`config.mk`:
```
export PLATFORM = sky130hd
export DESIGN_NAME = reg_wb_queue
export DESIGN_NICKNAME = d
export VERILOG_FILES = /design/src/rtl/reg_wb_queue_pkg.sv /design/src/rtl/reg_wb_queue_fifo.sv /design/src/rtl/reg_wb_queue.sv
export SDC_FILE = /design/constraint.sdc
export NUM_CORES = 1
export LEC_CHECK = 0
export CORE_ASPECT_RATIO = 1.25
export CORE_MARGIN = 2
export CORE_UTILIZATION = 38
export DETAILED_ROUTE_END_ITERATION = 16
export GPL_ROUTABILITY_DRIVEN = 0
export SLEW_MARGIN = 20
export SYNTH_ARGS = -nofsm -noshare
export SYNTH_HDL_FRONTEND = slang
export SYNTH_HIERARCHICAL = 1
export SYNTH_SLANG_ARGS = --single-unit
```
`constraint.sdc`:
```
create_clock -name Clk -period 3.9 [get_ports Clk]
set_input_delay 0.585 -clock Clk [delete_from_list [all_inputs] [get_ports Clk]]
set_output_delay 0.585 -clock Clk [all_outputs]
set_load 0.005 [all_outputs]
```
`src/rtl/reg_wb_queue_pkg.sv`:
```
// Shared widths, default sizing and the writeback queue entry type for the
// register-file port C write path.
package reg_wb_queue_pkg;

  localparam int DATA_W       = 16;
  localparam int ADDR_W       = 7;
  localparam int DEF_NUM_REGS = 4;
  localparam int DEF_QDEPTH   = 4;

  typedef struct packed {
    logic [ADDR_W-1:0] addr;
    logic [DATA_W-1:0] data;
  } wb_entry_t;

endpackage

```
`src/rtl/reg_wb_queue_fifo.sv`:
```
// In-order writeback queue: two push ports per cycle (port 0 lands first),
// one pop per cycle, occupancy exported for ready generation.
module wb_fifo
  import reg_wb_queue_pkg::*;
#(
  parameter int QDEPTH = DEF_QDEPTH
) (
  input  logic                         Clk,
  input  logic                         Reset,
  input  logic                         push0,
  input  wb_entry_t                    din0,
  input  logic                         push1,
  input  wb_entry_t                    din1,
  input  logic                         pop,
  output wb_entry_t                    head,
  output logic [$clog2(QDEPTH+1)-1:0]  cnt
);

  localparam int PW = $clog2(QDEPTH);
  localparam int CW = $clog2(QDEPTH+1);

  wb_entry_t         mem_q [QDEPTH];
  wb_entry_t         mem_d [QDEPTH];
  logic [PW-1:0]     wr_ptr_q, wr_ptr_d;
  logic [PW-1:0]     rd_ptr_q, rd_ptr_d;
  logic [CW-1:0]     cnt_q, cnt_d;
  logic [PW-1:0]     wr1_idx;

  // Next-state for storage, pointers and occupancy; port 1 writes behind port 0.
  always_comb begin
    mem_d    = mem_q;
    wr1_idx  = wr_ptr_q + PW'(push0);
    if (push0) begin
      mem_d[wr_ptr_q] = din0;
    end else begin
      mem_d[wr_ptr_q] = mem_q[wr_ptr_q];
    end
    if (push1) begin
      mem_d[wr1_idx] = din1;
    end else begin
      mem_d[wr1_idx] = mem_d[wr1_idx];
    end
    wr_ptr_d = wr_ptr_q + PW'(push0) + PW'(push1);
    rd_ptr_d = rd_ptr_q + PW'(pop);
    cnt_d    = cnt_q + CW'(push0) + CW'(push1) - CW'(pop);
  end

  // Pointer/occupancy flops; payload storage needs no reset.
  always_ff @(posedge Clk) begin
    mem_q <= mem_d;
    if (Reset) begin
      wr_ptr_q <= PW'(0);
      rd_ptr_q <= PW'(0);
      cnt_q    <= CW'(0);
    end else begin
      wr_ptr_q <= wr_ptr_d;
      rd_ptr_q <= rd_ptr_d;
      cnt_q    <= cnt_d;
    end
  end

  assign head = mem_q[rd_ptr_q];
  assign cnt  = cnt_q;

endmodule

```
`src/rtl/reg_wb_queue.sv`:
```
// Register-file port C write master: arbitrates ALU/load writebacks into an
// in-order queue, issues one registered write per cycle, tracks pending writes.
module reg_wb_queue
  import reg_wb_queue_pkg::*;
#(
  parameter int NUM_REGS = DEF_NUM_REGS,
  parameter int QDEPTH   = DEF_QDEPTH
) (
  input  logic              Clk,
  input  logic              Reset,
  input  logic              Alu_Valid,
  output logic              Alu_Ready,
  input  logic [ADDR_W-1:0] Alu_Addr,
  input  logic [DATA_W-1:0] Alu_Data,
  input  logic              Ld_Valid,
  output logic              Ld_Ready,
  input  logic [ADDR_W-1:0] Ld_Addr,
  input  logic [DATA_W-1:0] Ld_Data,
  output logic [ADDR_W-1:0] Addr_C,
  output logic [DATA_W-1:0] RegPort_C,
  output logic              Write_RegC,
  input  logic [ADDR_W-1:0] Query_A,
  input  logic [ADDR_W-1:0] Query_B,
  output logic              Pend_A,
  output logic              Pend_B,
  output logic              Err_Addr
);

  localparam int CW  = $clog2(QDEPTH+1);
  localparam int PCW = $clog2(QDEPTH+2);
  localparam int RW  = (NUM_REGS > 1) ? $clog2(NUM_REGS) : 1;

  logic [CW-1:0]     cnt;
  wb_entry_t         head, alu_ent, ld_ent;
  logic              alu_ready, ld_ready, alu_legal, ld_legal;
  logic              alu_hs, ld_hs, push_alu, push_ld, pop;
  logic              pend_a, pend_b;

  logic              write_c_q, write_c_d;
  logic [ADDR_W-1:0] addr_c_q, addr_c_d;
  logic [DATA_W-1:0] data_c_q, data_c_d;
  logic              err_q, err_d;
  logic [PCW-1:0]    pcnt_q [NUM_REGS];
  logic [PCW-1:0]    pcnt_d [NUM_REGS];

  // Readiness uses start-of-cycle occupancy only; a load alongside an ALU request needs two slots.
  always_comb begin
    alu_ready = 1'b0;
    ld_ready  = 1'b0;
    if (!Reset) begin
      alu_ready = (cnt <= CW'(QDEPTH-1));
      if (Alu_Valid) begin
        ld_ready = (cnt <= CW'(QDEPTH-2));
      end else begin
        ld_ready = (cnt <= CW'(QDEPTH-1));
      end
    end else begin
      alu_ready = 1'b0;
      ld_ready  = 1'b0;
    end
  end

  assign alu_legal = (Alu_Addr < ADDR_W'(NUM_REGS));
  assign ld_legal  = (Ld_Addr  < ADDR_W'(NUM_REGS));
  assign alu_hs    = Alu_Valid & alu_ready;
  assign ld_hs     = Ld_Valid & ld_ready;
  assign push_alu  = alu_hs & alu_legal;
  assign push_ld   = ld_hs & ld_legal;
  assign pop       = (cnt != CW'(0));
  assign alu_ent   = '{addr: Alu_Addr, data: Alu_Data};
  assign ld_ent    = '{addr: Ld_Addr,  data: Ld_Data};

  wb_fifo #(.QDEPTH(QDEPTH)) u_fifo (
    .Clk   (Clk),
    .Reset (Reset),
    .push0 (push_alu),
    .din0  (alu_ent),
    .push1 (push_ld),
    .din1  (ld_ent),
    .pop   (pop),
    .head  (head),
    .cnt   (cnt)
  );

  // Port C next state: write the queue head when one is present, otherwise hold address/data.
  always_comb begin
    write_c_d = 1'b0;
    addr_c_d  = addr_c_q;
    data_c_d  = data_c_q;
    if (pop) begin
      write_c_d = 1'b1;
      addr_c_d  = head.addr;
      data_c_d  = head.data;
    end else begin
      write_c_d = 1'b0;
    end
    err_d = err_q | (alu_hs & ~alu_legal) | (ld_hs & ~ld_legal);
  end

  // Pending-write counters: count accepts, retire on the cycle port C writes that register.
  always_comb begin
    for (int r = 0; r < NUM_REGS; r++) begin
      pcnt_d[r] = pcnt_q[r]
                + PCW'(push_alu && (Alu_Addr == ADDR_W'(r)))
                + PCW'(push_ld  && (Ld_Addr  == ADDR_W'(r)))
                - PCW'(write_c_q && (addr_c_q == ADDR_W'(r)));
    end
  end

  // Operand hazard lookup; out-of-range queries never report pending.
  always_comb begin
    pend_a = 1'b0;
    pend_b = 1'b0;
    if (Query_A < ADDR_W'(NUM_REGS)) begin
      pend_a = (pcnt_q[Query_A[RW-1:0]] != PCW'(0));
    end else begin
      pend_a = 1'b0;
    end
    if (Query_B < ADDR_W'(NUM_REGS)) begin
      pend_b = (pcnt_q[Query_B[RW-1:0]] != PCW'(0));
    end else begin
      pend_b = 1'b0;
    end
  end

  // Output, error and scoreboard state.
  always_ff @(posedge Clk) begin
    if (Reset) begin
      write_c_q <= 1'b0;
      addr_c_q  <= ADDR_W'(0);
      data_c_q  <= DATA_W'(0);
      err_q     <= 1'b0;
      pcnt_q    <= '{default: PCW'(0)};
    end else begin
      write_c_q <= write_c_d;
      addr_c_q  <= addr_c_d;
      data_c_q  <= data_c_d;
      err_q     <= err_d;
      pcnt_q    <= pcnt_d;
    end
  end

  assign Alu_Ready  = alu_ready;
  assign Ld_Ready   = ld_ready;
  assign Write_RegC = write_c_q;
  assign Addr_C     = addr_c_q;
  assign RegPort_C  = data_c_q;
  assign Err_Addr   = err_q;
  assign Pend_A     = pend_a;
  assign Pend_B     = pend_b;

endmodule

```
Word level (Yosys, flattened, before mapping) --
Index checks and enable logic that the tools add are counted.
Storage, ports and cells: register bits after elaboration 136, input port bits 64, word-level logic and storage cells 125
Operators by class: reductions and logical operators 20, magnitude comparators 13, bitwise gates (word level) 15, muxes and demuxes 31, $add $sub $neg 18, equal/unequal tests 9
Operators with widths (number):
- bitwise mux 92 bit | 4
- two-way mux 23 bit | 8
- two-way mux 92 bit | 2
- binary-select mux 23 bit (select 2 bit) | 3
- demux 23 bit (select 2 bit) | 2
- equality test 7 x 2 -> 1 bit (second input constant) | 6
- adder 3 x 1 -> 3 bit | 10
- less-than comparator 7 x 3 -> 1 bit (second input constant) | 4
- equality test 7 x 1 -> 1 bit (second input constant) | 3
- zero test 7 bit | 3
- >= comparator 3 bit (second input constant) | 5
- inverter 2 -> 3 bit | 5
- subtractor 3 x 1 -> 3 bit | 5
- logical AND 1 bit | 14
- binary-select mux 3 bit (select 2 bit) | 2
- two-way mux 3 bit | 4
- nonzero test 3 bit | 3
- adder 2 x 1 -> 2 bit | 3
- AND 1 bit | 6
- less-or-equal comparator 3 x 2 -> 1 bit (second input constant) | 2
- less-than comparator 3 x 1 -> 1 bit (second input constant) | 2
- two-way mux 1 bit | 6
- inverter 1 bit | 2
- OR 1 bit | 2

Depth between registers and ports, before layout --
Gate-level depths: netlist (run 1).
depth after elaboration 12, gate-level depth with buffers 10

Cells and area by module --
The synthesis (run 1) kept the hierarchy.
By module, submodules not included:
- wb_fifo | area an instance 4972.3 µm², instances 1, seq. area each 1981.9 µm², cells an instance 582
- reg_wb_queue | area an instance 1762.9 µm², instances 1, seq. area each 740.7 µm², cells an instance 206

Worst setup path before layout (run 1) --
No wires, ideal clock.
path kind input-to-reg, start in Alu_Addr[6], end reg pcnt_q[11] in the netlist's numbering, data arrival time 3276 ps, setup time 128 ps, path slack 497 ps, stages 9, cells stage by stage or4_4 -> nor4b_4 -> or3b_1 -> ha_1 -> inv_1 -> fa_1 -> fa_1 -> xnor2_1 -> nor2_1
On the way: longest elaborated chain between the ends 6, elaborated cells between the ends (all ways) 7, those cells by class add/sub: 3; order compare: 1; bitwise: 1; reduce/logical: 2
RTL lines:
- start: declaration | line reg_wb_queue.sv:13 | input logic [ADDR_W-1:0] Alu_Addr,
- less-than comparator 7 x 3 -> 1 bit | line reg_wb_queue.sv:63 | assign alu_legal = (Alu_Addr < ADDR_W'(NUM_REGS));
- AND 1 bit | line reg_wb_queue.sv:67 | assign push_alu = alu_hs & alu_legal;
- named net push_alu | line reg_wb_queue.sv:36 | logic alu_hs, ld_hs, push_alu, push_ld, pop;
- logical AND 1 bit | line reg_wb_queue.sv:104 | + PCW'(push_alu && (Alu_Addr == ADDR_W'(r)))
- adder 3 x 1 -> 3 bit | line reg_wb_queue.sv:104
- adder 3 x 1 -> 3 bit | line reg_wb_queue.sv:105 | + PCW'(push_ld && (Ld_Addr == ADDR_W'(r)))
- subtractor 3 x 1 -> 3 bit | line reg_wb_queue.sv:106 | - PCW'(write_c_q && (addr_c_q == ADDR_W'(r)));
- end signal: assignment | line reg_wb_queue.sv:139 | pcnt_q <= pcnt_d;
- end: declaration | line reg_wb_queue.sv:43 | logic [PCW-1:0] pcnt_q [NUM_REGS];
The timed path passes the listed nets, and every way through them passes these cells. A chain may end at the register's enable or synchronous reset.

Worst setup path in the final report (run 1) --
Same ends and word-level chain as after synthesis.

==> impl_metrics.json, run 1 <==
{
  "regToRegSetupSlack_ps": 1300,
  "sequentialPowerShare_pct": 38.4,
  "chipHeight_um": 153,
  "wirelength_um": 20500,
  "fin_tns_setup_ps": 0,
  "met1_usage_pct": 28.8,
  "grt_pass1_vias": 5879,
  "worstRegToRegCells": 10,
  "grt_first_pass_wirelength_um": 32200,
  "rows": 54,
  "hold_depth": 2,
  "yosys-top-cells-area": "dfxtp_1 40%, nand2_1 13%, mux4_2 8.4%, nor3_1 7.6%, a31oi_1 6.7%",
  "start_kind": "input port",
  "synth_seq_cells": 136,
  "ys_types": 37,
  "clk_pin_slew_worst_paths_ps": 60,
  "die_area_um2": 18800,
  "internal_power_mw": 3.30,
  "multiInputGateArea_um2": 3600,
  "cts-resized-gates": 0,
  "rr_endpoint": "pcnt_q[11]",
  "cts_made_buffers": 17,
  "syn_nets": 870,
  "period_share_pct": 84.7,
  "numPortBuffers": 92,
  "finalHoldViolCount": 0,
  "hold_end": "RegPort_C[10]",
  "maxSlewHeadroom_pct": 34.1,
  "vias": 6143,
  "maxCapViolations": 0,
  "clock_skew_ps": 8.97,
  "fin_ws_ps": 595,
  "power_switching_share_pct": 29.4,
  "pwr-share-clk_pct": 34.8,
  "hold_buffers": 0,
  "cts_max_path_buffers": 2,
  "ir_drop_mv": 0.260,
  "die_w_um": 123,
  "critical_path_class": "in -> reg",
  "nFillCells": 1656,
  "cts_tree": "yes",
  "core_area_um2": 17400,
  "avgSynthCellArea_um2": 8.55,
  "stdcell_count": 1115,
  "wire_per_inst_um": 18.4,
  "grt_antenna_before_repair": 0,
  "num_io_pins": 93,
  "r2r_start": "u_fifo/cnt[2]",
  "worst_slew_pin_slew_ps": 987,
  "start_util_pct": 38.6,
  "async_reset_ff_share_pct": 0,
  "yosys_most_used_dff": "dfxtp_1",
  "busiest_layer": "met2",
  "clkLatencyLatePin_ps": 430,
  "yosysTopAreaCell": "dfxtp_1",
  "via_per_inst": 5.51,
  "hpwl_um": 13100,
  "hold_path.startpoint": "RegPort_C[10]",
  "combPwrFrac_pct": 26.8,
  "fin_area_um2": 8530,
  "cts_max_level": 4,
  "overflow": 0,
  "drt_iter0_drc": 470,
  "syn_inst": 788,
  "synth_edf_count": 0,
  "nNetsFinal": 961,
  "required_ps": 4200,
  "grt_max_degree": 47,
  "met2_usage_pct": 36.7,
  "setup_viol": 0,
  "cts_root_buf": "clkbuf_16",
  "slew_viol_final": 0,
  "firstDrtPassIters": 5,
  "met3_usage_pct": 3.69,
  "powerDensity_nw_per_um2": 548,
  "fmax_mhz": 303,
  "register_area_um2": 2720,
  "placed_cells": 1084,
  "antenna_left": 0,
  "synth_top_cell_area_share_pct": 40.4,
  "end_kind": "register",
  "arrival_ps": 3600,
  "min_path_type": "reg -> reg",
  "dp_slack_ps": 161,
  "switchingPower_mw": 1.38,
  "leakage_nw": 2.96,
  "placed_area_um2": 7930,
  "syn_to_final_growth_pct": 26.6,
  "post-route-util_pct": 48.9,
  "yosysSeqAreaShare_pct": 40.4,
  "synth_warnings": 6,
  "diodes": 0,
  "grtUsageTotal_pct": 22.4,
  "cts.sinks": 136,
  "cp_max_fo": 2,
  "drc": 0,
  "synth.cell_area_um2": 6740,
  "fin_crit_ps": 3300,
  "layout-drive-gt1-share_pct": 14.3,
  "outcome": "finished clean",
  "post_cts_buffers": 0,
  "rsz0062_at_grt": "false"
}
## critical path, cell delays in order
cell	delay, ps
clkdlybuf4s50_1	450
or4_4	590
nor4b_4	280
or3b_1	380
ha_1	280
inv_1	50
fa_1	400
fa_1	380
xnor2_1	160
nor2_1	50
## cell usage after synthesis, types with 4 or more instances
| cell type | number |
|---|---|
| buf_6 | 7 |
| nor2_1 | 15 |
| mux4_2 | 25 |
| nand3b_1 | 4 |
| nor3_1 | 102 |
| buf_2 | 26 |
| buf_4 | 5 |
| fa_1 | 10 |
| nand3_1 | 7 |
| nand2_1 | 233 |
| xnor2_1 | 13 |
| a31oi_1 | 72 |
| clkbuf_1 | 24 |
| dfxtp_1 | 136 |
| nor2b_1 | 11 |
| ha_1 | 8 |
| a21oi_1 | 23 |
| a31oi_2 | 20 |
| inv_1 | 22 |
## per-layer routing
| metal | up-vias | wire [um] |
|---|---|---|
| met5 | - | 0 |
| met1 | 2930 | 8550 |
| met4 | 0 | 572 |
| met3 | 47 | 1310 |
| li1 | 2928 | - |
| met2 | 238 | 10100 |
## stage by stage
stage                     hold WS, ps  power [mW]
after global placement            443        3.07
after CTS                         454        4.72
after global routing              471        4.92
after floorplan                   442        2.58
final                             451        4.68
after detailed placement          445        3.09
## registers in the layout, indices dropped and copies added, names as in the netlist
register         count
u_fifo/mem_q        92
RegPort_C           16
pcnt_q              12
Addr_C               7
u_fifo/cnt           3
u_fifo/rd_ptr_q      2
u_fifo/wr_ptr_q      2
Err_Addr             1
Write_RegC           1
## worst max path at each step
stage                     start          to  slack [ps]  cells after the start
global placement    Alu_Addr[6]  pcnt_q[11]         150                     10
global route        Alu_Addr[6]  pcnt_q[11]         500                     10
detailed placement  Alu_Addr[6]  pcnt_q[11]         160                     10
floorplan           Alu_Addr[6]  pcnt_q[11]         500                      9
CTS                 Alu_Addr[6]  pcnt_q[11]         610                     10
finish              Alu_Addr[6]  pcnt_q[11]         600                     10
## cell families after synthesis
| kind of cell | Yosys count | synth area share (%) |
|---|---|---|
| compound gates | 117 | 12.4 |
| fa+ha+maj | 18 | 4.46 |
| flops | 136 | 40.4 |
| buf+inv | 85 | 6.28 |
| simple gates | 393 | 26.0 |
| xor+xnor | 14 | 2.10 |
| mux | 25 | 8.36 |
## layout make-up
cell class / count / area share, %
multi-input cells: 567 / 42.3
flip-flops and latches: 136 / 31.9
repair buffers: 135 / 14.5
clock buffers: 21 / 5.63
well taps: 224 / 3.29
clock inverters: 10 / 1.38
inverters: 22 / 0.968
## power by group through the flow
stage	Sequential, mW	Combinational [mW]	Clock (mW)
finish	1.80	1.25	1.63
global route	1.83	1.38	1.71
detailed placement	1.82	1.26	0
floorplan	1.75	0.836	0
global placement	1.82	1.25	0
CTS	1.80	1.27	1.65
## layout by cell type, fill, tap and decap left out, types with 12 or more instances in the layout
cell | Yosys | final
buf_4 | 5 | 43
a21oi_1 | 23 | 23
a31oi_1 | 72 | 72
dfxtp_1 | 136 | 136
clkbuf_16 | 0 | 17
inv_1 | 22 | 22
nor2_1 | 15 | 15
mux4_2 | 25 | 25
nor3_1 | 102 | 101
a31oi_2 | 20 | 20
nand2_1 | 233 | 233
clkdlybuf4s50_1 | 0 | 91
xnor2_1 | 13 | 12
Note: power is estimated with default switching activity, not from simulation.
==> run 2, diff against run 1 <==
==> constraint.sdc (replaced) <==
create_clock -name Clk -period 2.83 [get_ports Clk]
set_input_delay 0.4245 -clock Clk [delete_from_list [all_inputs] [get_ports Clk]]
set_output_delay 0.4245 -clock Clk [all_outputs]
set_load 0.005 [all_outputs]
==> run 2 against run 1 <==
- critical path depth is 1 lower
- routed wire length up 0.95%
- register-to-register slack worse by 1000 ps
- cell count increased by 2.1%
- highest routed layer unchanged
- clock power up 45%
- global-route usage grew 0.74 points
- sequential power increased by 36%
- largest cell class unchanged
==> impl_metrics.json, run 2 (same netlist as run 1, synthesis figures left out) <==
{
  "outcome": "finished clean",
  "fin_tns_setup_ps": 0,
  "grt_max_degree": 45,
  "hold_path.startpoint": "Alu_Addr[3]",
  "grtUsageTotal_pct": 23.1,
  "worstRegToRegCells": 8,
  "post-route-util_pct": 50.8,
  "hold_depth": 4,
  "fmax_mhz": 366,
  "post_cts_buffers": 0,
  "die_w_um": 123,
  "overflow": 0,
  "layout-drive-gt1-share_pct": 17.3,
  "die_area_um2": 18800,
  "wirelength_um": 20700,
  "start_util_pct": 38.6,
  "hpwl_um": 13500,
  "grt_first_pass_wirelength_um": 33300,
  "hold_slack_ps": 425,
  "syn_to_final_growth_pct": 31.5,
  "cp_max_fo": 2,
  "stdcell_count": 1138,
  "largest_register_ffs": 92,
  "period_share_pct": 96.7,
  "via_per_inst": 5.44,
  "cts_made_buffers": 17,
  "r2r_start": "u_fifo/cnt[2]",
  "cts.sinks": 136,
  "cts_root_buf": "clkbuf_16",
  "rows": 54,
  "fin_crit_ps": 2740,
  "num_io_pins": 93,
  "setup_viol": 0,
  "vias": 6192,
  "clkLatencyLatePin_ps": 430,
  "worst_slew_pin_slew_ps": 664,
  "clock_skew_ps": 7.56,
  "mostFrequentLayoutCells": "233 x nand2_1, 136 x dfxtp_1, 101 x nor3_1, 87 x clkdlybuf4s50_1, 72 x a31oi_1",
  "start_kind": "input port",
  "rr_endpoint": "pcnt_q[10]",
  "core_area_um2": 17400,
  "diodes": 0,
  "min_path_type": "in -> reg",
  "layout_commonest_cell": "nand2_1",
  "critical_path_class": "in -> reg",
  "drt_iter0_drc": 478,
  "nNetsFinal": 984,
  "cts_max_level": 4,
  "top_register": "u_fifo/mem_q",
  "grt_pass1_vias": 6220,
  "chipHeight_um": 153,
  "antenna_left": 0,
  "maxCapViolations": 0,
  "firstDrtPassIters": 5,
  "drc": 0,
  "clk_pin_slew_worst_paths_ps": 60,
  "leakage_nw": 3.12,
  "numPortBuffers": 92,
  "maxSlewHeadroom_pct": 55.7,
  "grt_antenna_before_repair": 0,
  "finalHoldViolCount": 0,
  "hold_end": "u_fifo/mem_q[65]",
  "wire_per_inst_um": 18.2,
  "rsz0062_at_grt": "false",
  "powerDensity_nw_per_um2": 744,
  "required_ps": 3190,
  "arrival_ps": 3090,
  "end_kind": "register",
  "regToRegSetupSlack_ps": 270,
  "cts_tree": "yes",
  "ir_drop_mv": 0.417,
  "placed_cells": 1107,
  "cts_max_path_buffers": 2,
  "slew_viol_final": 0
}
-- run 2: changes by cell type in the layout (fill, tap and decap cells not counted), moves of 2 or more --
cell,change
buf_12,+9
clkdlybuf4s15_1,+2
fa_2,+7
fa_1,-7
buf_4,+14
clkbuf_8,-2
bufinv_16,+2
clkdlybuf4s50_1,-4
-- run 2: repair_timing --
action | CTS | global route
gates resized for setup | 9 | 0
setup endpoints to repair | 8 | 4
endpoints found under the hold margin | 0 | 0
hold buffers | 0 | 0
pin swaps | 5 | 1
-- run 2: final cells by class --
class | instances | area [um2]
Clock buffer | 20 | 457
Clock inverter | 11 | 171
Fill cell | 1687 | 8580
Inverter | 22 | 82.6
Multi-Input combinational cell | 567 | 3620
Sequential cell | 136 | 2720
Tap cell | 224 | 280
Timing Repair Buffer | 158 | 1520
-- run 2: worst max path at each step --
stage / start / end / slack, ps / depth (start not counted)
global placement: Alu_Addr[6] / pcnt_q[11] / -580 / 10
finish: Alu_Addr[6] / pcnt_q[10] / 90 / 9
CTS: Alu_Addr[6] / pcnt_q[10] / 30 / 9
global route: Alu_Addr[6] / pcnt_q[10] / 0.6 / 9
floorplan: Alu_Addr[6] / pcnt_q[10] / -310 / 8
detailed placement: Alu_Addr[3] / pcnt_q[10] / -630 / 9
-- run 2: power breakdown --
part / switching (mW) / internal (mW) / total (mW) / leakage, nW
registers: 0.218 / 2.22 / 2.44 / 1.11
logic: 0.821 / 0.965 / 1.79 / 1.71
clock network: 0.847 / 1.52 / 2.36 / 0.302
total: 1.89 / 4.70 / 6.59 / 3.12
-- run 2: layer usage --
metal	routed length, um	GRT usage [%]	up-vias
met5	0	0	-
met4	482	9.42	0
met3	1360	4.51	40
met2	10300	38.9	261
met1	8610	28.7	2906
li1	-	-	2985
-- run 2: worst max-delay path: stages --
cell and delay (ps):
clkdlybuf4s15_1 180, or4_4 560, nor4b_4 240, or3b_1 380, ha_1 290, inv_1 50, fa_2 340, fa_2 520
nor2b_1 120
-- run 2: metrics by stage --
stage / cell area [um2] / power (mW) / worst slack, ps
floorplan: 6750 / 3.57 / -306
global placement: 8230 / 4.27 / -580
detailed placement: 8230 / 4.29 / -629
CTS: 8850 / 6.66 / 30.7
global route: 8850 / 6.95 / 0.621
finish: 8850 / 6.59 / 94.8
